`src/rtl/inst_stats_mon_if.sv`:
```
// Bundle of stream inputs, control strobes and statistics readout for inst_stats_mon.
interface inst_stats_mon_if #(
   parameter int unsigned CNT_W = 32
);
   logic             valid;
   logic [31:0]      inst;
   logic             opr_finished;
   logic             clear;
   logic [2:0]       rd_sel;
   logic [CNT_W-1:0] rd_data;
   logic             halted;
   logic             done;
   logic             aborted;
   logic             illegal_seen;

   // Producer side: pipeline top plus testbench / run-summary logic
   modport master (
      output valid, inst, opr_finished, clear, rd_sel,
      input  rd_data, halted, done, aborted, illegal_seen
   );

   // Monitor side
   modport slave (
      input  valid, inst, opr_finished, clear, rd_sel,
      output rd_data, halted, done, aborted, illegal_seen
   );
endinterface

```
`src/rtl/inst_stats_mon.sv`:
```
// Instruction statistics monitor: classifies each valid fetched MIPS-lite word,
// keeps saturating per-class counters, freezes on HALT or external abort and
// offers a registered counter readout.
module inst_stats_mon #(
   parameter int unsigned CNT_W = 32
) (
   input logic             clk,
   input logic             reset,
   inst_stats_mon_if.slave bus
);

   typedef enum logic [1:0] {
      IDLE,
      RUN,
      HALTED
   } state_e;

   // Counter slots, matching the rd_sel readout map
   localparam int unsigned IDX_TOTAL   = 0;
   localparam int unsigned IDX_ARITH   = 1;
   localparam int unsigned IDX_LOGICAL = 2;
   localparam int unsigned IDX_MEMORY  = 3;
   localparam int unsigned IDX_CONTROL = 4;
   localparam int unsigned IDX_CYCLES  = 5;
   localparam int unsigned IDX_BUBBLES = 6;
   localparam int unsigned IDX_ILLEGAL = 7;
   localparam int unsigned NUM_CNT     = 8;

   localparam logic [5:0] OP_HALT = 6'h11;

   state_e           state_q, state_d;
   logic [CNT_W-1:0] cnt_q [NUM_CNT];
   logic [CNT_W-1:0] cnt_d [NUM_CNT];
   logic [CNT_W-1:0] rd_data_q, rd_data_d;
   logic             done_q, done_d;
   logic             aborted_q, aborted_d;
   logic             illegal_q, illegal_d;

   logic [5:0]       opcode;
   logic             is_bubble;
   logic             is_arith;
   logic             is_logical;
   logic             is_memory;
   logic             is_control;
   logic             is_halt;
   logic             is_illegal;
   logic             active;

   // Increment that sticks at all-ones instead of wrapping
   function automatic logic [CNT_W-1:0] sat_inc(input logic [CNT_W-1:0] v);
      logic [CNT_W-1:0] one;
      one = {{(CNT_W-1){1'b0}}, 1'b1};
      return (&v) ? v : v + one;
   endfunction

   // Opcode class decode; the all-zero word is a bubble even though opcode 0 is arith
   always_comb begin
      opcode     = bus.inst[31:26];
      is_bubble  = (bus.inst == 32'h0000_0000);
      is_arith   = !is_bubble && (opcode <= 6'h05);
      is_logical = (opcode >= 6'h06) && (opcode <= 6'h0B);
      is_memory  = (opcode >= 6'h0C) && (opcode <= 6'h0D);
      is_control = (opcode >= 6'h0E) && (opcode <= 6'h11);
      is_halt    = (opcode == OP_HALT);
      is_illegal = (opcode >= 6'h12);
   end

   // Next-state, counter update and flag logic
   always_comb begin
      state_d   = state_q;
      cnt_d     = cnt_q;
      done_d    = 1'b0;
      aborted_d = aborted_q;
      illegal_d = illegal_q;
      rd_data_d = cnt_q[bus.rd_sel];
      active    = 1'b0;

      // IDLE only wakes on a valid word, which is then handled exactly like RUN
      case (state_q)
         IDLE:    active = bus.valid;
         RUN:     active = 1'b1;
         HALTED:  active = 1'b0;
         default: active = 1'b0;
      endcase

      if (active) begin
         state_d = RUN;
         cnt_d[IDX_CYCLES] = sat_inc(cnt_q[IDX_CYCLES]);

         if (bus.valid) begin
            if (is_bubble) begin
               cnt_d[IDX_BUBBLES] = sat_inc(cnt_q[IDX_BUBBLES]);
            end else begin
               cnt_d[IDX_TOTAL] = sat_inc(cnt_q[IDX_TOTAL]);
               if (is_arith)   cnt_d[IDX_ARITH]   = sat_inc(cnt_q[IDX_ARITH]);
               if (is_logical) cnt_d[IDX_LOGICAL] = sat_inc(cnt_q[IDX_LOGICAL]);
               if (is_memory)  cnt_d[IDX_MEMORY]  = sat_inc(cnt_q[IDX_MEMORY]);
               if (is_control) cnt_d[IDX_CONTROL] = sat_inc(cnt_q[IDX_CONTROL]);
               if (is_illegal) begin
                  cnt_d[IDX_ILLEGAL] = sat_inc(cnt_q[IDX_ILLEGAL]);
                  illegal_d          = 1'b1;
               end
            end
         end

         // HALT takes precedence over a coincident abort, so aborted stays clear
         if (bus.valid && !is_bubble && is_halt) begin
            state_d = HALTED;
            done_d  = 1'b1;
         end else if (bus.opr_finished) begin
            state_d   = HALTED;
            done_d    = 1'b1;
            aborted_d = 1'b1;
         end
      end

      // Clear overrides everything, including the same-cycle instruction
      if (bus.clear) begin
         state_d   = IDLE;
         done_d    = 1'b0;
         aborted_d = 1'b0;
         illegal_d = 1'b0;
         for (int unsigned i = 0; i < NUM_CNT; i++) begin
            cnt_d[i] = '0;
         end
      end
   end

   // State, counter, flag and readout registers
   always_ff @(posedge clk or posedge reset) begin
      if (reset) begin
         state_q   <= IDLE;
         rd_data_q <= '0;
         done_q    <= 1'b0;
         aborted_q <= 1'b0;
         illegal_q <= 1'b0;
         for (int unsigned i = 0; i < NUM_CNT; i++) begin
            cnt_q[i] <= '0;
         end
      end else begin
         state_q   <= state_d;
         rd_data_q <= rd_data_d;
         done_q    <= done_d;
         aborted_q <= aborted_d;
         illegal_q <= illegal_d;
         for (int unsigned i = 0; i < NUM_CNT; i++) begin
            cnt_q[i] <= cnt_d[i];
         end
      end
   end

   assign bus.rd_data      = rd_data_q;
   assign bus.halted       = (state_q == HALTED);
   assign bus.done         = done_q;
   assign bus.aborted      = aborted_q;
   assign bus.illegal_seen = illegal_q;

endmodule

```
`src/flat_wrapper.sv`:
```
// flat-port wrapper written by rule: the top's interface ports become plain ports
module inst_stats_mon_flat 
#(
   parameter int unsigned CNT_W = 32
)
  (clk, reset, bus_valid, bus_inst, bus_opr_finished, bus_clear, bus_rd_sel, bus_rd_data, bus_halted, bus_done, bus_aborted, bus_illegal_seen);
  inst_stats_mon_if #(.CNT_W(CNT_W)) bus_i ();
  input logic clk;
  input logic reset;
  input wire logic [$bits(bus_i.valid)-1:0] bus_valid;
  input wire logic [$bits(bus_i.inst)-1:0] bus_inst;
  input wire logic [$bits(bus_i.opr_finished)-1:0] bus_opr_finished;
  input wire logic [$bits(bus_i.clear)-1:0] bus_clear;
  input wire logic [$bits(bus_i.rd_sel)-1:0] bus_rd_sel;
  output wire logic [$bits(bus_i.rd_data)-1:0] bus_rd_data;
  output wire logic [$bits(bus_i.halted)-1:0] bus_halted;
  output wire logic [$bits(bus_i.done)-1:0] bus_done;
  output wire logic [$bits(bus_i.aborted)-1:0] bus_aborted;
  output wire logic [$bits(bus_i.illegal_seen)-1:0] bus_illegal_seen;
  assign bus_i.valid = bus_valid;
  assign bus_i.inst = bus_inst;
  assign bus_i.opr_finished = bus_opr_finished;
  assign bus_i.clear = bus_clear;
  assign bus_i.rd_sel = bus_rd_sel;
  assign bus_rd_data = bus_i.rd_data;
  assign bus_halted = bus_i.halted;
  assign bus_done = bus_i.done;
  assign bus_aborted = bus_i.aborted;
  assign bus_illegal_seen = bus_i.illegal_seen;
  inst_stats_mon #(.CNT_W(CNT_W)) u_core (.clk(clk), .reset(reset), .bus(bus_i));
endmodule
```
`config.mk`:
```
export PLATFORM = sky130hd
export DESIGN_NAME = inst_stats_mon_flat
export DESIGN_NICKNAME = d
export VERILOG_FILES = /design/src/rtl/inst_stats_mon_if.sv /design/src/rtl/inst_stats_mon.sv /design/src/flat_wrapper.sv
export SDC_FILE = /design/constraint.sdc
export NUM_CORES = 1
export LEC_CHECK = 0
export CORE_AREA = 2 2 195 139
export DETAILED_ROUTE_END_ITERATION = 7
export DIE_AREA = 0 0 197 141
export PLACE_DENSITY_LB_ADDON = 0.3
export SETUP_SLACK_MARGIN = 0.02
export SLEW_MARGIN = 20
export SYNTH_ARGS = -nofsm -noshare
export SYNTH_HDL_FRONTEND = slang
export SYNTH_SLANG_ARGS = --single-unit
```
`constraint.sdc`:
```
create_clock -name clk -period 19.82 [get_ports clk]
set_input_delay 5.946 -clock clk [delete_from_list [all_inputs] [get_ports clk]]
set_output_delay 5.946 -clock clk [all_outputs]
set_load 0.03 [all_outputs]
```
== Yosys cells after proc, flatten, opt, wreduce, memory -nomap -nowiden ==
Cells that the tools add are included.
Cells by class
  reduce and logical (&&, ||, !) cells: 36
  magnitude comparators: 9
  mux-type cells: 41
  $add $sub $neg: 8
  eq/ne operators: 13
  bitwise gates (word level): 1
Operator list (number)
  32-bit 2-to-1 mux: 17
  256-bit 2-to-1 mux: 2
  160-bit 2-to-1 mux: 2
  32-bit by 1-bit adder with 32-bit output (second input constant): 8
  32-bit AND reduction: 8
  32-bit binary-select mux with 3-bit select: 1
  64-bit 2-to-1 mux: 1
  32-bit zero test: 1
  5-bit AND reduction: 5
  2-bit != test (second input constant): 10
  2-bit nonzero test: 9
  1-bit 2-to-1 mux: 13
  6-bit by 4-bit >= comparator with 1-bit output (second input constant): 2
  6-bit by 4-bit <= comparator with 1-bit output (second input constant): 2
  4-bit AND reduction: 3
  2-bit 2-to-1 mux: 4
  6-bit by 5-bit equality test with 1-bit output (second input constant): 1
  6-bit by 3-bit >= comparator with 1-bit output (second input constant): 1
  6-bit by 5-bit >= comparator with 1-bit output (second input constant): 1
  6-bit by 3-bit <= comparator with 1-bit output (second input constant): 1
  6-bit by 5-bit <= comparator with 1-bit output (second input constant): 1
  1-bit logical AND: 6
  4-bit >= comparator (second input constant): 1
  3-bit NOT with 4-bit output: 1
  other kinds (7): 7
Storage, ports and cells
  output and inout port bits: 36
  register bits after elaboration: 293
  input port bits: 40

== Logic depth before layout (Yosys ltp) ==
  depth after elaboration: 8
  gate-level depth with buffers: 9
  depth with buffers taken out: 7

== Worst setup path after synthesis ==
No wires, ideal clock.
  kind: input port to flip-flop
  start point: in bus_inst[30]
  end point: reg u_core.cnt_q[155] (netlist name)
  path buffers: 1
  stages: 6
  data arrival time: 7.700 ns
  slack: 11.988 ns
  path through: or4b_1 > or3_1 > buf_6 > or4b_1 > xor2_1 > nor2_1
On the way
  word-level cells in the longest chain between the ends: 4
  elaborated cells on any way between the ends: 7
RTL lines
  from (decl): RTL line flat_wrapper.sv:11  | input wire logic [$bits(bus_i.inst)-1:0] bus_inst;
  6-bit by 4-bit >= comparator with 1-bit output / 6-bit by 4-bit <= comparator with 1-bit output (equally long branches): RTL line inst_stats_mon.sv:62  | is_memory = (opcode >= 6'h0C) && (opcode <= 6'h0D);
  1-bit logical AND: RTL line inst_stats_mon.sv:62
  2-bit nonzero test (no line)
  5-bit AND reduction (no line) *
  to (signal, indexed assignment): RTL line inst_stats_mon.sv:147  | cnt_q[i] <= cnt_d[i];
  to (decl): RTL line inst_stats_mon.sv:32  | logic [CNT_W-1:0] cnt_q [NUM_CNT];
Every way passes the cells marked *; elsewhere a longest branch is shown, timed or not.
A chain may end at the register's enable or synchronous reset.

== Worst setup path in the final report ==
  start point: in bus_clear
  end point: reg u_core.cnt_q[87] (netlist name)
On the way
  word-level cells in the longest chain between the ends: 2
  elaborated cells on any way between the ends: 4
RTL lines
  from (decl): RTL line flat_wrapper.sv:13  | input wire logic [$bits(bus_i.clear)-1:0] bus_clear;
  2-bit != test (no line) / 2-bit nonzero test (equally long branches)
  2-bit AND reduction (no line)
Several ways; a longest one is shown, not always the timed one.

==> results.toml <==
[run_status]
outcome = "completed"

[global_route]
grt_max_degree = 103
grt_usage_pct = 35.4
grt_pass1_wl_um = 76900
grt_pass1_vias = 13800
overflow = 0
antenna_found_initial = 1

[route]
drt-initial-drc-count = 1946
routedWlPerCell_um = 22.8
firstDrtPassIters = 6
drc = 0
top_layer_used = "met4"
viasPerCell = 6.95
dr_wl_met3_um = 5750
ant_nets = 0
wl_met1_um = 20000
dr_total_vias = 14700
route.met2.wl_um = 20900
wl_um = 48100

[critical_path]
crit_start = "bus_clear"
crit_path_end_kind = "flop"
cp-start-kind = "input pin"
r2r-start = "u_core.cnt_q[112]$_DFFE_PP0P_"
worstPathArrival_ns = 9.29
critical_path_peak_fanout = 102
critPathKind = "in2reg"
required_ns = 20.24

[floorplanning]
die_h_um = 141
dieArea_um2 = 27800
fp-row-count = 50
ios = 76
fp.coreArea_um2 = 26200
initial_core_util_pct = 64.5
fp.dieW_um = 197

[yosys]
synth_ff_type = "dfrtp_1"
yosys-top-cells-area = "dfrtp_1, mux4_2, nor2_1"
ys_ff_latch = 293
syn_area_per_cell_um2 = 9.86
synthTopCellsByCount = "dfrtp_1, nor2_1, nand3_1"
yosys_warnings = 0
synthCells = 1712
async_flop_share_pct = 100
synth-edff-count = 0
yosysSeqAreaShare_pct = 43.5
netlist_area_um2 = 16900
synth_top_area_cell = "dfrtp_1"
synth.most_common_cell = "dfrtp_1"
synth.net_count = 1760
yosysUniqueCellTypes = 62
synth_top_area_share_pct = 43.5

[sta]
fin_skew_ns = 0.0182
final.min_clock_period_ns = 8.86
finalSetupViolCount = 0
final-hold-violation-count = 0
max_slew.worst_pin.slew_ns = 1.16
slew_headroom_pct = 21.6
fin_tns_setup_ns = 0
fmax_mhz = 113
fin_crit_sh_pct = 44.7
rsz0062_at_grt = "false"
slew_viol_final = 0

[clock_network]
htreeDepth = 1
numCtsBuffers = 29
clk_pin_slew_worst_paths_ns = 0.07
cts-root-buf = "clkbuf_16"
clock_sinks = 293
hold_buffers = 0
postCtsSetupRepairBufs = 0
tritoncts = "yes"
cts.path.max_buffers = 3
clk_latency_ns = 0.57
cts_resized = 0

[place]
dp.cells = 2057
hpwl_um = 33900
place.gp.congestion = 0.946
portBuffers = 75

[hold_path]
hold_path.class = "reg2reg"
holdCritStartpoint = "u_core.bus.illegal_seen$_DFFE_PP0P_"

[run]
cap_violations = 0

[final_layout]
layoutNonFillerInstCount = 2111
num-nets-final = 1798
drive_gt1_share_pct = 11.1
syn_to_final_growth_pct = 11.2
final_util_pct = 71.8

[power]
powerDensity_nw_per_um2 = 64.6
vdd_drop_max_mv = 0.0683
p_leak_nw = 7.31
==> power breakdown <==
| part | switching, mW | internal, mW | total [mW] |
|---|---|---|---|
| Sequential | 0.00384 | 0.601 | 0.605 |
| Clock | 0.238 | 0.301 | 0.539 |
| Combinational | 0.0470 | 0.0225 | 0.0695 |
==> per-stage QoR <==
stage          cell area (um2)  total power, mW  hold slack, ns  setup slack (ns)
6_report                 18800             1.21           0.550             10.96
5_1_grt                  18800             1.25           0.580             10.76
4_1_cts                  18800             1.22           0.554             10.83
3_5_place_dp             17800            0.685           0.538             10.23
3_3_place_gp             17800            0.683           0.501             10.30
2_1_floorplan            16900            0.659           0.467              5.78
==> metal layers <==
layer	GRT usage [%]	vias up
li1	-	6359
met3	7.08	122
met1	53.9	7207
met2	51.4	982
met4	10.9	0
met5	0	-
==> critical path, stage by stage <==
cell       delay [ns]
clkbuf_8         0.53
clkinv_1         0.87
a2111oi_2        1.06
o311a_1          0.46
nand4_1          0.15
xor2_1           0.16
nor2_1           0.05
==> logic make-up after synthesis <==
logic type / synth area share [%]
compound gates: 5.15
simple gates: 27.6
flops: 43.5
buf+inv: 2.57
xor+xnor: 9.71
fa+ha+maj: 0.593
mux: 10.9
==> cell usage in the layout (no fill, tap or decap), types with 5 or more instances in the layout <==
master	instances
xnor2_1	95
and4_1	41
nor4_1	44
o21ai_0	46
or3_1	41
or4_1	13
clkbuf_8	6
nand4b_1	5
and3_1	46
inv_1	24
nand4_1	106
or2_2	10
dfrtp_1	293
ha_1	8
nand3_1	110
clkdlybuf4s50_1	72
nand2_1	108
nor3_1	56
nor2_1	236
clkbuf_1	7
mux4_2	64
nor4_2	9
and2_1	17
buf_4	17
clkinv_2	10
a21oi_1	53
nor4b_1	7
clkbuf_16	29
mux2_2	34
o31ai_1	9
xor2_1	92
==> worst paths after layout <==
check | end | cells past startpoint | slack (ns)
min in group asynchronous | u_core.cnt_q[118]$_DFFE_PP0P_ | 2 | 5.90
max | u_core.cnt_q[87]$_DFFE_PP0P_ | 7 | 10.96
min reg2reg | u_core.bus.illegal_seen$_DFFE_PP0P_ | 2 | 0.55
max in group asynchronous | u_core.cnt_q[227]$_DFFE_PP0P_ | 5 | 11.27
min | u_core.bus.illegal_seen$_DFFE_PP0P_ | 2 | 0.55
max reg2reg | u_core.cnt_q[99]$_DFFE_PP0P_ | 6 | 16.74
==> area by class of cell <==
class | instances | area (um2)
sequential | 293 | 7330
tap | 338 | 423
multi-input combinational | 1309 | 9120
clock inverter | 12 | 88.8
fill | 1860 | 7380
clock buffer | 41 | 821
inverter | 26 | 105
timing repair buffer | 91 | 873
antenna | 1 | 2.50
==> flip-flops by register name, summed over array words and instances (netlist names) <==
register                 cells
u_core.cnt_q               256
u_core.bus.rd_data          32
u_core.bus.aborted           1
u_core.state_q               2
u_core.bus.illegal_seen      1
u_core.bus.done              1
No activity file was read; power rests on OpenSTA's default activity.
==> RTL change 1: new RTL, same flow settings <==
`CNT_W` is set to 32 in 3 places; all go to 64.
--- a/src/rtl/inst_stats_mon_if.sv
+++ b/src/rtl/inst_stats_mon_if.sv
@@ -1,6 +1,6 @@
 // Bundle of stream inputs, control strobes and statistics readout for inst_stats_mon.
 interface inst_stats_mon_if #(
-   parameter int unsigned CNT_W = 32
+   parameter int unsigned CNT_W = 64
 );
    logic             valid;
    logic [31:0]      inst;
--- a/src/rtl/inst_stats_mon.sv
+++ b/src/rtl/inst_stats_mon.sv
@@ -2,7 +2,7 @@
 // keeps saturating per-class counters, freezes on HALT or external abort and
 // offers a registered counter readout.
 module inst_stats_mon #(
-   parameter int unsigned CNT_W = 32
+   parameter int unsigned CNT_W = 64
 ) (
    input logic             clk,
    input logic             reset,
--- a/src/flat_wrapper.sv
+++ b/src/flat_wrapper.sv
@@ -1,7 +1,7 @@
 // flat-port wrapper written by rule: the top's interface ports become plain ports
 module inst_stats_mon_flat 
 #(
-   parameter int unsigned CNT_W = 32
+   parameter int unsigned CNT_W = 64
 )
   (clk, reset, bus_valid, bus_inst, bus_opr_finished, bus_clear, bus_rd_sel, bus_rd_data, bus_halted, bus_done, bus_aborted, bus_illegal_seen);
   inst_stats_mon_if #(.CNT_W(CNT_W)) bus_i ();
Ports: changed (resized bus_rd_data); port bits go from 76 to 108. The function was not compared with the original's and may differ.
==> RTL change 1 against the unedited design <==
The flow now stops in 3_1_place_gp_skip_io. Synthesized area is 100% higher.
==> RTL change 1: results (changes against the unedited design) <==
* Err: [ERROR FLW-0024] Place density exceeds 1.0 (current PLACE_DENSITY_LB_ADDON =  0.3). Please check if the value of  PLACE_DENSITY_LB_ADDON is between 0 and 0.99.
* Warnings, synthesis at 0 (unchanged)
* Prevailing post-synth register cell: dfrtp_1
* Post-Syn Area at 34400 sq um (+100%)
* Seq/Total Area, Yosys at 42.2% (-1.2 points)
* Cells after Synth at 3600 (+110%)
* Fail Step: 3_1_place_gp_skip_io
* Area contributors post-synth: dfrtp_1 42%, mux4_2 8.3%, a21oi_1 4.5%
* Most frequent cells after synthesis: 581 x dfrtp_1, 311 x a21oi_1, 272 x nor2_1, 227 x nand2_1, 215 x nand3_1
* Outcome: did not finish
* Post-synth cell types at 67 (+8.1%)
* FF+latch count, synth at 581 (+98%)
* Number of synthesized flops with an enable pin at 0 (unchanged)
* Async SR Flop Fraction at 100% (unchanged)
## RTL change 1: changes by cell type after synthesis, sizes merged, moves of 36 or more
cell	before	now
a21oi	53	311
clkbuf	65	183
dfrtp	293	581
mux2	34	118
mux4	64	128
nand2	108	227
nand3	110	216
nand4	109	162
nor2	236	272
nor2b	4	56
o21ai	46	189
o31ai	10	113
or3	41	196
or4	13	134
## RTL change 1: cell families after synthesis
kind of cell | Yosys count | synth area share (%)
and+or+nand+nor | 1613 | 25.9
AOI/OAI and AO/OA | 752 | 13.0
DFF | 581 | 42.2
buffers and inverters | 269 | 2.98
muxes | 252 | 12.4
xor gates and xnor gates | 125 | 3.18
adders and majority gates | 8 | 0.291
==> RTL change 2: new RTL, config.mk and constraints unchanged <==
Without the edit above. Reset style: synchronous (`reset`), changed in one clocked block.
--- a/src/rtl/inst_stats_mon.sv
+++ b/src/rtl/inst_stats_mon.sv
@@ -127,7 +127,7 @@
    end
 
    // State, counter, flag and readout registers
-   always_ff @(posedge clk or posedge reset) begin
+   always_ff @(posedge clk) begin
       if (reset) begin
          state_q   <= IDLE;
          rd_data_q <= '0;
Check against the original RTL: not equivalent (Yosys sat finds a counterexample within 4 cycles, from zero or initial values and one cycle with reset high; the reset may be asserted at any time).
==> RTL change 2 against the unedited design <==
Sequential cell count stayed put. Final cell count shrank 0.38%. Synthesized area down 9.3%. Sequential share of layout area fell by 5.0 points. Register-to-register slack worse by 0.06 ns. Non-clock buffer count is 2 lower. First-iteration DRC count is 9.7% higher. Wire length decreased by 8.0%. Setup slack gained 0.13 ns. Sequential power decreased by 2%. Total power fell by 0.23%. Design area down 8.2%.
==> RTL change 2: results (changes against the unedited design) <==
* CP top delay family: simple AND/OR/NAND/NOR gates
* RePlAce Congestion at 0.944 (-0.27%)
* Post-synthesis mux area share at 11.5% (+0.58 points)
* Worst Setup EP: u_core.cnt_q[29]
* Post-Synth XOR/XNOR Area at 11.1% (+1.4 points)
* Routed wl met2 at 18400 um (-12%)
* Worst reg-to-reg path cell count at 7 (+1)
* Port Buffers at 75 (unchanged)
* CP max stage cell: nor3_1
* Post-synth net total at 1762 (+0.11%)
* Hold endpoint: u_core.bus.aborted
* CP Data Arrival Time at 9.14 ns (-0.15 ns)
* Routing usage on met1 at 47.7% (-6.2 points)
* VDD IR max at 0.0651 mV (-4.7%)
* P_leak at 5.44 nW (-26%)
* Critical path's largest stage delay at 0.93 ns (-0.13 ns)
* Synth Area in Compound Gates at 5.54% (+0.39 points)
* # H-tree levels at 1 (unchanged)
* Share of layout cells above drive strength 1 at 8.62% (-2.5 points)
* Dpl hpwl at 31900 um (-5.9%)
* Area contributors post-synth: dfxtp_1 38%, mux4_2 9.4%, nor2_1 6.7%
* Crit-path max FO at 9 (-91%)
* Most frequent cells after synthesis: 293 x dfxtp_1, 272 x nor2_1, 109 x nand4_1, 109 x xnor2_1, 105 x nand2_1
* GRT Util Overall at 31.6% (-3.7 points)
* Hold-critical path depth at 2 (unchanged)
* # fillers at 2125 (+14%)
* Post-synth cell types at 59 (-4.8%)
* GR Util met2 at 45.2% (-6.1 points)
* Outcome: completed
* Pre-antenna DRT Iters at 6 (unchanged)
* WL/cell at 21.0 um (-7.7%)
* CTS Hold Bufs at 0 (unchanged)
* CTS-repair resized insts at 0 (unchanged)
* Routed wl met3 at 5200 um (-9.6%)
* Num CTS Buffers at 28 (-3.4%)
* Hold WS at 0.475 ns (-0.0749 ns)
* Reg clk slew, reported paths at ~0.060 ns
* DRT iter0 DRCs at 2134 (+9.7%)
* Vias in the first global route at 12300 (-11%)
* R2r startpoint: u_core.cnt_q[64]
* Largest net degree at the start of global routing at 91 (-12%)
* Via density at 6.56 (-5.6%)
* First-pass GRT wire length at 69300 um (-9.9%)
* Worst hold start: u_core.bus.aborted
* Post-route clock skew at 0.0131 ns (-0.00510 ns)
* Synth Area in Adders at 0.654% (+0.061 points)
* Met3 usage at 7.18% (+0.096 points)
* Prevailing post-synth register cell: dfxtp_1
* Seq/Total Area, Yosys at 38.3% (-5.1 points)
* Clock Latency Late Sink at 0.57 ns (about the same)
* Met1 WL at 19500 um (-2.6%)
* R2R setup slack at 16.68 ns (-0.06 ns)
* R2r endpoint: u_core.cnt_q[90]
* Crit path from: bus_valid
* Async SR Flop Fraction at 0% (-100 points)
* Rel. slew slack at 27.4% (+5.8 points)
* Top sig layer: met4
-- RTL change 2: changes by cell type after synthesis, moves of 16 or more --
cell     delta
nor2_1     +36
mux2i_1    +30
dfxtp_1   +293
dfrtp_1   -293
and4_1     -16
mux2_2     -34
-- RTL change 2: power breakdown --
part,internal (mW),switching [mW]
clock network,0.336,0.234
registers,0.590,0.00125
logic,0.0181,0.0311
total,0.944,0.266
-- RTL change 2: through the flow --
stage,cell area (sq um),instances,worst slack (ns)
finish,17200,2103,11.08
global route,17200,2102,10.95
CTS,17200,2102,11.23
detailed placement,16300,2051,10.68
global placement,16300,2051,10.80
floorplan,15300,1714,11.87
-- RTL change 2: layout make-up --
| class | instances | share of cell area, % |
|---|---|---|
| antenna | 1 | 0.0145 |
| clock buffer | 45 | 5.03 |
| clock inverter | 6 | 0.610 |
| inverter | 17 | 0.370 |
| multi-input combinational | 1314 | 52.6 |
| sequential | 293 | 34.0 |
| tap | 338 | 2.45 |
| timing repair buffer | 89 | 4.89 |
